<file path="src/rtl/kgp_multicycle_ctrl_if.sv">
// Controller <-> datapath/memory signal bundle for kgp_multicycle_ctrl.
// instr_count is present only when KGP_INSTR_COUNT_EN is defined.
interface kgp_multicycle_ctrl_if #(
   parameter int unsigned CNT_W = 32
);
   logic [5:0] opcode;
   logic [5:0] funct;
   logic       flag_zero;
   logic       flag_sign;
   logic       flag_carry;
   logic       mem_ready;
   logic       mem_re;
   logic       mem_we;
   logic       mem_addr_sel;
   logic       ir_we;
   logic       pc_we;
   logic [1:0] pc_src;
   logic       alu_src;
   logic       reg_we;
   logic [1:0] wb_sel;
   logic [2:0] state_o;
   logic       trap;
`ifdef KGP_INSTR_COUNT_EN
   logic [CNT_W-1:0] instr_count;

   modport master (
      input  opcode, funct, flag_zero, flag_sign, flag_carry, mem_ready,
      output mem_re, mem_we, mem_addr_sel, ir_we, pc_we, pc_src, alu_src,
             reg_we, wb_sel, state_o, trap, instr_count
   );
   modport slave (
      output opcode, funct, flag_zero, flag_sign, flag_carry, mem_ready,
      input  mem_re, mem_we, mem_addr_sel, ir_we, pc_we, pc_src, alu_src,
             reg_we, wb_sel, state_o, trap, instr_count
   );
`else
   modport master (
      input  opcode, funct, flag_zero, flag_sign, flag_carry, mem_ready,
      output mem_re, mem_we, mem_addr_sel, ir_we, pc_we, pc_src, alu_src,
             reg_we, wb_sel, state_o, trap
   );
   modport slave (
      output opcode, funct, flag_zero, flag_sign, flag_carry, mem_ready,
      input  mem_re, mem_we, mem_addr_sel, ir_we, pc_we, pc_src, alu_src,
             reg_we, wb_sel, state_o, trap
   );
`endif
endinterface

</file>
<file path="src/rtl/kgp_multicycle_ctrl.sv">
// KGP-RISC multi-cycle main control FSM sequencing fetch/decode/exec/mem/wb over one memory port.
// Optional retired-instruction counter is built only when KGP_INSTR_COUNT_EN is defined.
module kgp_multicycle_ctrl #(
   parameter int unsigned WAIT_LIMIT = 255,
   parameter int unsigned CNT_W      = 32
) (
   input  logic                 clk,
   input  logic                 rst,
   kgp_multicycle_ctrl_if.master bus
);
   typedef enum logic [2:0] {
      S_FETCH  = 3'd0,
      S_DECODE = 3'd1,
      S_EXEC   = 3'd2,
      S_MEM    = 3'd3,
      S_WB     = 3'd4,
      S_TRAP   = 3'd7
   } state_t;

   localparam logic [5:0] OP_R     = 6'b000000;
   localparam logic [5:0] OP_ADDI  = 6'b001000;
   localparam logic [5:0] OP_COMPI = 6'b001001;
   localparam logic [5:0] OP_LW    = 6'b010000;
   localparam logic [5:0] OP_SW    = 6'b011000;
   localparam logic [5:0] OP_B     = 6'b101000;
   localparam logic [5:0] OP_BR    = 6'b100000;
   localparam logic [5:0] OP_BCY   = 6'b101001;
   localparam logic [5:0] OP_BNCY  = 6'b101010;
   localparam logic [5:0] OP_BLTZ  = 6'b110000;
   localparam logic [5:0] OP_BZ    = 6'b110001;
   localparam logic [5:0] OP_BNZ   = 6'b110010;
   localparam logic [5:0] OP_BL    = 6'b101011;
   localparam logic [7:0] WAIT_MAX = 8'(WAIT_LIMIT);

   state_t     state_q, state_d;
   logic [7:0] wait_q, wait_d;
   logic       is_lw, is_sw, is_imm, is_branch, legal, br_take;

   always_comb begin
      is_lw     = (bus.opcode == OP_LW);
      is_sw     = (bus.opcode == OP_SW);
      is_imm    = bus.opcode inside {OP_ADDI, OP_COMPI, OP_LW, OP_SW};
      is_branch = bus.opcode inside {OP_B, OP_BR, OP_BCY, OP_BNCY, OP_BLTZ, OP_BZ, OP_BNZ, OP_BL};
      if (bus.opcode == OP_R)
         legal = bus.funct inside {6'b000001, 6'b000101, 6'b000100, 6'b000010, 6'b000011,
                                   6'b001100, 6'b001000, 6'b001110, 6'b001010, 6'b001111,
                                   6'b001011};
      else
         legal = is_imm || is_branch;
      case (bus.opcode)
         OP_B, OP_BL, OP_BR: br_take = 1'b1;
         OP_BCY:             br_take = bus.flag_carry;
         OP_BNCY:            br_take = !bus.flag_carry;
         OP_BLTZ:            br_take = bus.flag_sign;
         OP_BZ:              br_take = bus.flag_zero;
         OP_BNZ:             br_take = !bus.flag_zero;
         default:            br_take = 1'b0;
      endcase
   end

   always_ff @(posedge clk) begin
      if (!rst) begin
         state_q <= S_FETCH;
         wait_q  <= '0;
      end else begin
         state_q <= state_d;
         wait_q  <= wait_d;
      end
   end

   always_comb begin
      state_d = state_q;
      wait_d  = wait_q;
      case (state_q)
         S_FETCH, S_MEM: begin
            if (bus.mem_ready) begin
               if (state_q == S_FETCH) state_d = S_DECODE;
               else                    state_d = is_lw ? S_WB : S_FETCH;
            end else if (wait_q + 8'd1 >= WAIT_MAX) begin
               state_d = S_TRAP;
            end else begin
               wait_d = wait_q + 8'd1;
            end
         end
         S_DECODE: state_d = legal ? S_EXEC : S_TRAP;
         S_EXEC: begin
            if (is_lw || is_sw)  state_d = S_MEM;
            else if (is_branch)  state_d = S_FETCH;
            else                 state_d = S_WB;
         end
         S_WB:    state_d = S_FETCH;
         default: state_d = S_TRAP;
      endcase
      // Every state change clears the counter, so FETCH and MEM always start from zero.
      if (state_d != state_q) wait_d = '0;
   end

   always_comb begin
      bus.mem_re       = 1'b0;
      bus.mem_we       = 1'b0;
      bus.mem_addr_sel = 1'b0;
      bus.ir_we        = 1'b0;
      bus.pc_we        = 1'b0;
      bus.pc_src       = 2'b00;
      bus.alu_src      = 1'b0;
      bus.reg_we       = 1'b0;
      bus.wb_sel       = 2'b00;
      bus.state_o      = 3'd0;
      bus.trap         = 1'b0;
      if (rst) begin
         bus.state_o = state_q;
         case (state_q)
            S_FETCH: begin
               bus.mem_re = 1'b1;
               bus.ir_we  = bus.mem_ready;
               bus.pc_we  = bus.mem_ready;
            end
            S_EXEC: begin
               bus.alu_src = is_imm;
               bus.pc_we   = br_take;
               if (br_take) bus.pc_src = (bus.opcode == OP_BR) ? 2'b10 : 2'b01;
               if (bus.opcode == OP_BL) begin
                  bus.reg_we = 1'b1;
                  bus.wb_sel = 2'b10;
               end
            end
            S_MEM: begin
               bus.mem_addr_sel = 1'b1;
               bus.mem_re       = is_lw;
               bus.mem_we       = is_sw;
            end
            S_WB: begin
               bus.reg_we = 1'b1;
               bus.wb_sel = is_lw ? 2'b01 : 2'b00;
            end
            S_TRAP:  bus.trap = 1'b1;
            default: ;
         endcase
      end
   end

`ifdef KGP_INSTR_COUNT_EN
   logic [CNT_W-1:0] cnt_q, cnt_d;
   logic             retire;

   always_comb begin
      retire = (state_q == S_WB) || (state_q == S_EXEC && is_branch) ||
               (state_q == S_MEM && is_sw && bus.mem_ready);
      cnt_d  = retire ? cnt_q + 1'b1 : cnt_q;
   end

   always_ff @(posedge clk) begin
      if (!rst) cnt_q <= '0;
      else      cnt_q <= cnt_d;
   end

   assign bus.instr_count = rst ? cnt_q : '0;
`endif
endmodule

</file>
<file path="src/flat_wrapper.sv">
// flat-port wrapper written by rule: the top's interface ports become plain ports
module kgp_multicycle_ctrl_flat 
#(
   parameter int unsigned WAIT_LIMIT = 255,
   parameter int unsigned CNT_W      = 32
)
  (clk, rst, bus_opcode, bus_funct, bus_flag_zero, bus_flag_sign, bus_flag_carry, bus_mem_ready, bus_mem_re, bus_mem_we, bus_mem_addr_sel, bus_ir_we, bus_pc_we, bus_pc_src, bus_alu_src, bus_reg_we, bus_wb_sel, bus_state_o, bus_trap);
  kgp_multicycle_ctrl_if #(.CNT_W(CNT_W)) bus_i ();
  input  logic clk;
  input  logic rst;
  input wire logic [$bits(bus_i.opcode)-1:0] bus_opcode;
  input wire logic [$bits(bus_i.funct)-1:0] bus_funct;
  input wire logic [$bits(bus_i.flag_zero)-1:0] bus_flag_zero;
  input wire logic [$bits(bus_i.flag_sign)-1:0] bus_flag_sign;
  input wire logic [$bits(bus_i.flag_carry)-1:0] bus_flag_carry;
  input wire logic [$bits(bus_i.mem_ready)-1:0] bus_mem_ready;
  output wire logic [$bits(bus_i.mem_re)-1:0] bus_mem_re;
  output wire logic [$bits(bus_i.mem_we)-1:0] bus_mem_we;
  output wire logic [$bits(bus_i.mem_addr_sel)-1:0] bus_mem_addr_sel;
  output wire logic [$bits(bus_i.ir_we)-1:0] bus_ir_we;
  output wire logic [$bits(bus_i.pc_we)-1:0] bus_pc_we;
  output wire logic [$bits(bus_i.pc_src)-1:0] bus_pc_src;
  output wire logic [$bits(bus_i.alu_src)-1:0] bus_alu_src;
  output wire logic [$bits(bus_i.reg_we)-1:0] bus_reg_we;
  output wire logic [$bits(bus_i.wb_sel)-1:0] bus_wb_sel;
  output wire logic [$bits(bus_i.state_o)-1:0] bus_state_o;
  output wire logic [$bits(bus_i.trap)-1:0] bus_trap;
  assign bus_i.opcode = bus_opcode;
  assign bus_i.funct = bus_funct;
  assign bus_i.flag_zero = bus_flag_zero;
  assign bus_i.flag_sign = bus_flag_sign;
  assign bus_i.flag_carry = bus_flag_carry;
  assign bus_i.mem_ready = bus_mem_ready;
  assign bus_mem_re = bus_i.mem_re;
  assign bus_mem_we = bus_i.mem_we;
  assign bus_mem_addr_sel = bus_i.mem_addr_sel;
  assign bus_ir_we = bus_i.ir_we;
  assign bus_pc_we = bus_i.pc_we;
  assign bus_pc_src = bus_i.pc_src;
  assign bus_alu_src = bus_i.alu_src;
  assign bus_reg_we = bus_i.reg_we;
  assign bus_wb_sel = bus_i.wb_sel;
  assign bus_state_o = bus_i.state_o;
  assign bus_trap = bus_i.trap;
  kgp_multicycle_ctrl #(.WAIT_LIMIT(WAIT_LIMIT), .CNT_W(CNT_W)) u_core (.clk(clk), .rst(rst), .bus(bus_i));
endmodule
</file>
<file path="config.mk">
export PLATFORM = sky130hd
export DESIGN_NAME = kgp_multicycle_ctrl_flat
export DESIGN_NICKNAME = d
export VERILOG_FILES = /design/src/rtl/kgp_multicycle_ctrl_if.sv /design/src/rtl/kgp_multicycle_ctrl.sv /design/src/flat_wrapper.sv
export SDC_FILE = /design/constraint.sdc
export NUM_CORES = 1
export LEC_CHECK = 0
export ABC_AREA = 1
export BUFFER_PORTS_ARGS = -buffer_cell sky130_fd_sc_hd__buf_2
export CELL_PAD_IN_SITES_DETAIL_PLACEMENT = 0
export CELL_PAD_IN_SITES_GLOBAL_PLACEMENT = 2
export CORE_MARGIN = 10
export CORE_UTILIZATION = 29
export CTS_CLUSTER_SIZE = 8
export DETAILED_ROUTE_END_ITERATION = 6
export PLACE_DENSITY_LB_ADDON = 0.1
export SLEW_MARGIN = 20
export SYNTH_ARGS = -nofsm -noshare
export SYNTH_HDL_FRONTEND = slang
export SYNTH_SLANG_ARGS = --single-unit
</file>
<file path="constraint.sdc">
create_clock -name clk -period 4.5 [get_ports clk]
set_input_delay 0.675 -clock clk [delete_from_list [all_inputs] [get_ports clk]]
set_output_delay 0.675 -clock clk [all_outputs]
set_load 0.05 [all_outputs]
</file>
---- Yosys cells after proc, flatten, opt, wreduce, memory -nomap -nowiden ----
Index checks and enable logic that the tools add are counted.
storage, ports and cells
  bits in registers ....................... 11
  input bits .............................. 18
  output and inout port bits .............. 15
  word-level logic and storage cells ...... 85
cells by class
  $add $sub $neg .......................... 1
  $lt $le $gt $ge ......................... 1
  equality and inequality tests ........... 29
  mux-type cells .......................... 36
  bitwise operators ....................... 3
  reductions and logical operators ........ 13
operator list
  operator             count
  $eq 6x4->1 const B   8
  $eq 6x6->1 const B   8
  $mux 3               8
  $mux 1               16
  $eq 6x2->1 const B   2
  $eq 6x3->1 const B   2
  $eq 6x5->1 const B   2
  $mux 2               6
  $pmux 3 s4           1
  $reduce_bool 11->1   1
  $add 8x1->8 const B  1
  $ge 8x8->1 const B   1
  $reduce_bool 8->1    1
  $eq 3x2->1 const B   2
  $eq 3x3->1 const B   2
  $eq 6x1->1 const B   1
  $logic_not 6->1      1
  $pmux 1 s2           3
  $pmux 1 s6           1
  $pmux 2 s2           1
  $reduce_bool 4->1    1
  $reduce_or 2->1      2
  $eq 3x1->1 const B   1
  $logic_not 3->1      1
  6 further kinds      10

---- Logic depth before layout (Yosys ltp) ----
  word-level depth ........................ 8
  mapped depth ............................ 15
  depth with buffers taken out ............ 15

---- Worst setup path before layout ----
No wires, ideal clock.
  path type ............................... input port to output port
  start point ............................. input bus_opcode[3]
  end point ............................... output bus_pc_src[1]
  arrival time ............................ 2.337 ns
  data required time ...................... 3.825 ns
  path slack .............................. 1.488 ns
  stages on the path ...................... 5
  buffers on the path ..................... 0
  cells stage by stage .................... nor2_2 > nand3_1 > nor4_1 > o41ai_1 > nor3_1
on the way
  cells in the longest elaborated chain, start to end .. 6
  elaborated cells on any way between the ends .. 14
  classes of those cells .................. eq/ne (8); mux (5); reduce/logical (1)
RTL lines
  element                        RTL line                                               text
  start, declared                flat_wrapper.sv:11                                     input wire logic [$bits(bus_i.opcode)-1:0] bus_opcode;
  $eq 6x6->1 (on tied branches)  kgp_multicycle_ctrl.sv:50, kgp_multicycle_ctrl.sv:121
  $reduce_or 3->1                kgp_multicycle_ctrl.sv:50                              case (bus.opcode)
  $pmux 1 s6                     kgp_multicycle_ctrl.sv:50
  $mux 2 (*)                     kgp_multicycle_ctrl.sv:121                             if (br_take) bus.pc_src = (bus.opcode == OP_BR) ? 2'b10 : 2'b01;
  $mux 2 (*)                     kgp_multicycle_ctrl.sv:112                             case (state_q)
  $mux 2 (*)                     kgp_multicycle_ctrl.sv:110                             if (rst) begin
  end, declared                  flat_wrapper.sv:22                                     output wire logic [$bits(bus_i.pc_src)-1:0] bus_pc_src;
Every way passes the cells marked *; elsewhere a longest branch is shown, timed or not.

---- Worst setup path after layout ----
  start point ............................. input bus_opcode[1]
  end point ............................... output bus_pc_we
on the way
  cells in the longest elaborated chain, start to end .. 5
  elaborated cells on any way between the ends .. 12
  classes of those cells .................. eq/ne (8); mux (3); reduce/logical (1)
RTL lines
  element          RTL line                    text
  $eq 6x6->1       kgp_multicycle_ctrl.sv:50
  $reduce_or 3->1  kgp_multicycle_ctrl.sv:50
  $pmux 1 s6 (*)   kgp_multicycle_ctrl.sv:50
  $pmux 1 s2 (*)   kgp_multicycle_ctrl.sv:112
  $mux 1 (*)       kgp_multicycle_ctrl.sv:110
  end, declared    flat_wrapper.sv:21          output wire logic [$bits(bus_i.pc_we)-1:0] bus_pc_we;
Marked as above.

==> flow_metrics.env <==
export IMPL_die_width_um=85.8
export IMPL_wire_per_inst_um=11.6
export IMPL_synth_common_cells="nand2_1, inv_1, nor2_1"
export IMPL_pwr_share_seq_pct=20.1
export IMPL_post_cts_buffers=0
export IMPL_setup_worst_path_start_class="input pin"
export IMPL_cts_hold_repair_buffers=0
export IMPL_cts_made_buffers=3
export IMPL_slew_viol_final=0
export IMPL_rsz0062_at_grt="no"
export IMPL_grt_pass1_vias=1401
export IMPL_status="complete, no violations"
export IMPL_antenna_found_initial=0
export IMPL_antenna_cells=0
export IMPL_yosysTopAreaCellShare_pct=17.5
export IMPL_die_h_um=85.8
export IMPL_clkPwrFrac_pct=14.8
export IMPL_grt_start_max_net_pins=12
export IMPL_hold_slack_ps=620
export IMPL_dp_cells=291
export IMPL_whs_endpoint="u_core.wait_q[6]"
export IMPL_antenna_left=0
export IMPL_cp_top_family="compound AO/OA/AOI/OAI gates"
export IMPL_setup_viol=0
export IMPL_core_um2=4090
export IMPL_stdcell_area_um2=1510
export IMPL_cp_end_kind="output pin"
export IMPL_seq_area_frac_synth_pct=17.5
export IMPL_ios=33
export IMPL_r2r_start="u_core.wait_q[1]"
export IMPL_fp_row_count=23
export IMPL_syn_num_nets=230
export IMPL_io_buffers=32
export IMPL_area_growth_pct=20.4
export IMPL_clock_root_buffer="clkbuf_8"
export IMPL_p_per_area_nw_per_um2=461
export IMPL_drive_gt1_share_pct=31.4
export IMPL_ir_worst_vdd_uv=214
export IMPL_place_area_um2=1470
export IMPL_switchingPower_mw=0.403
export IMPL_ys_flop_type="dfxtp_1"
export IMPL_gp_congestion=0.811
export IMPL_tritoncts="yes"
export IMPL_drc=0
export IMPL_arrival_ps=2100
export IMPL_relSlewSlack_pct=67.1
export IMPL_hold_class="reg -> reg"
export IMPL_r2r_end="u_core.wait_q[4]"
export IMPL_synth_top_cells_by_area="dfxtp_1, nand2_1, inv_1"
export IMPL_dr_first_iter_drc_count=35
export IMPL_via_count=1338
export IMPL_post_layout_nonfiller_instances=295
export IMPL_die_area_um2=7360
export IMPL_hold_start="u_core.wait_q[6]"
export IMPL_synthMostInstantiatedCell="nand2_1"
export IMPL_clockBufferDepth=2
export IMPL_track_usage_pct=9.75
export IMPL_cpPeakStageDelay_ps=540
export IMPL_p_leak_nw=0.715
export IMPL_clkTransAtPathRegs_ps=50
export IMPL_required_ps=3830
export IMPL_clkLatencyLatePin_ps=240
export IMPL_worstHoldPathCells=4
export IMPL_period_share_pct=61.7
export IMPL_viasPerCell=4.54
export IMPL_synth_edf_count=0
export IMPL_synth_top_cell_by_area="dfxtp_1"
export IMPL_fin_nets=266
export IMPL_finish_utilization_pct=37.0
export IMPL_firstDrtPassIters=4
export IMPL_period_needed_ps=2780
export IMPL_reg2reg_depth=11
export IMPL_crit_buf_inv=2
export IMPL_combPwrFrac_pct=65.1
export IMPL_swShare_pct=57.8
export IMPL_critical_path_class="in -> out"
export IMPL_crit_fanout=5
export IMPL_grt_pass1_wl_um=6110
export IMPL_avgSynthCellArea_um2=5.98
export IMPL_grt_overflow=0
export IMPL_clock_sinks=11
export IMPL_ys_ff_latch=11
export IMPL_start_util_pct=30.7
export IMPL_ys_warnings_count=0
export IMPL_hold_violations=0
export IMPL_synthArstFlopShare_pct=0
export IMPL_n_fill_cell=485
export IMPL_cts_htree_levels=1
export IMPL_intPower_mw=0.294
export IMPL_crit_chain="buf_2 > nand2_1 > nand3b_4 > nand2_1 > o41ai_1 > o21ai_0 > buf_2"
export IMPL_setup_tns_ps=0
export IMPL_drv_cap=0
export IMPL_dp_hpwl_um=2930
export IMPL_slowest_stage="o41ai_1"
export IMPL_yosysUniqueCellTypes=30
export IMPL_worst_slew_pin_slew_ps=487
export IMPL_syn_instance_count=210
export IMPL_reg2reg_slack_ps=2550
export IMPL_wl_um=3430
export IMPL_cts_resized=0
export IMPL_skew_ps=1.73
export IMPL_timing_fmax_mhz=360
export IMPL_syn_area_um2=1260
==> worst max path at each step <==
stage                        startpoint       endpoint  slack [ps]  cells past startpoint
after floorplan           bus_opcode[3]  bus_pc_src[1]        1490                      5
after global placement    bus_opcode[0]      bus_pc_we        1760                      7
after detailed placement  bus_opcode[1]      bus_pc_we        1730                      7
after CTS                 bus_opcode[1]      bus_pc_we        1710                      7
after global routing      bus_opcode[0]      bus_pc_we        1550                      7
final                     bus_opcode[1]      bus_pc_we        1720                      7
==> per-layer routing <==
layer / up-vias / global-route usage (%) / wire (µm)
li1: 733 / - / -
met1: 573 / 11.8 / 1620
met2: 26 / 16.8 / 1660
met3: 6 / 1.23 / 83
met4: 0 / 4.04 / 59
met5: - / 0 / 0
==> worst reg2reg max path, delay by kind of cell (launching register included) <==
kind            cells  cell delay (ps)
compound gates      1              180
buf+inv             1               70
xor+xnor            1              140
simple gates        7              890
flops               1              380
fa+ha+maj           1              210
==> power by group through the flow <==
stage                     clock network, mW  registers (mW)  logic, mW
after floorplan                           0           0.135      0.374
after global placement                    0           0.142      0.467
after detailed placement                  0           0.142      0.463
after CTS                             0.106           0.140      0.464
after global routing                  0.110           0.144      0.516
final                                 0.103           0.140      0.454
==> sequential cells by signal, indices dropped and copies added (netlist names) <==
signal	flops
u_core.wait_q	8
u_core.state_q	3
==> through the flow <==
stage / setup slack (ps) / power [mW]
floorplan: 1490 / 0.509
CTS: 1710 / 0.710
detailed placement: 1730 / 0.605
global route: 1550 / 0.770
global placement: 1760 / 0.609
finish: 1720 / 0.698
==> cell type report <==
cell class	count	area, µm²	share of cell area, %
multi-input cells	157	867	57.3
flip-flops and latches	11	220	14.6
repair buffers	32	160	10.6
inverters	41	158	10.4
well taps	50	62.6	4.14
clock buffers	4	45.0	2.98
==> cell families after synthesis <==
| logic type | synth area share, % |
|---|---|
| and+or+nand+nor | 56.1 |
| AOI/OAI and AO/OA | 9.56 |
| DFF | 17.5 |
| xor gates and xnor gates | 1.39 |
| adders and majority gates | 1.99 |
| buffers and inverters | 13.4 |
==> layout by cell type, fill, tap and decap left out, drive strengths merged, types with 3 or more instances in the layout <==
cell and instances:
clkbuf 4, nand3 19, buf 32, nand2 57, o21ai 13, dfxtp 11, a21oi 5, nor2 36
nand4 3, inv 40, nand3b 3, nor3 12
(Power assumes the default switching activity.)
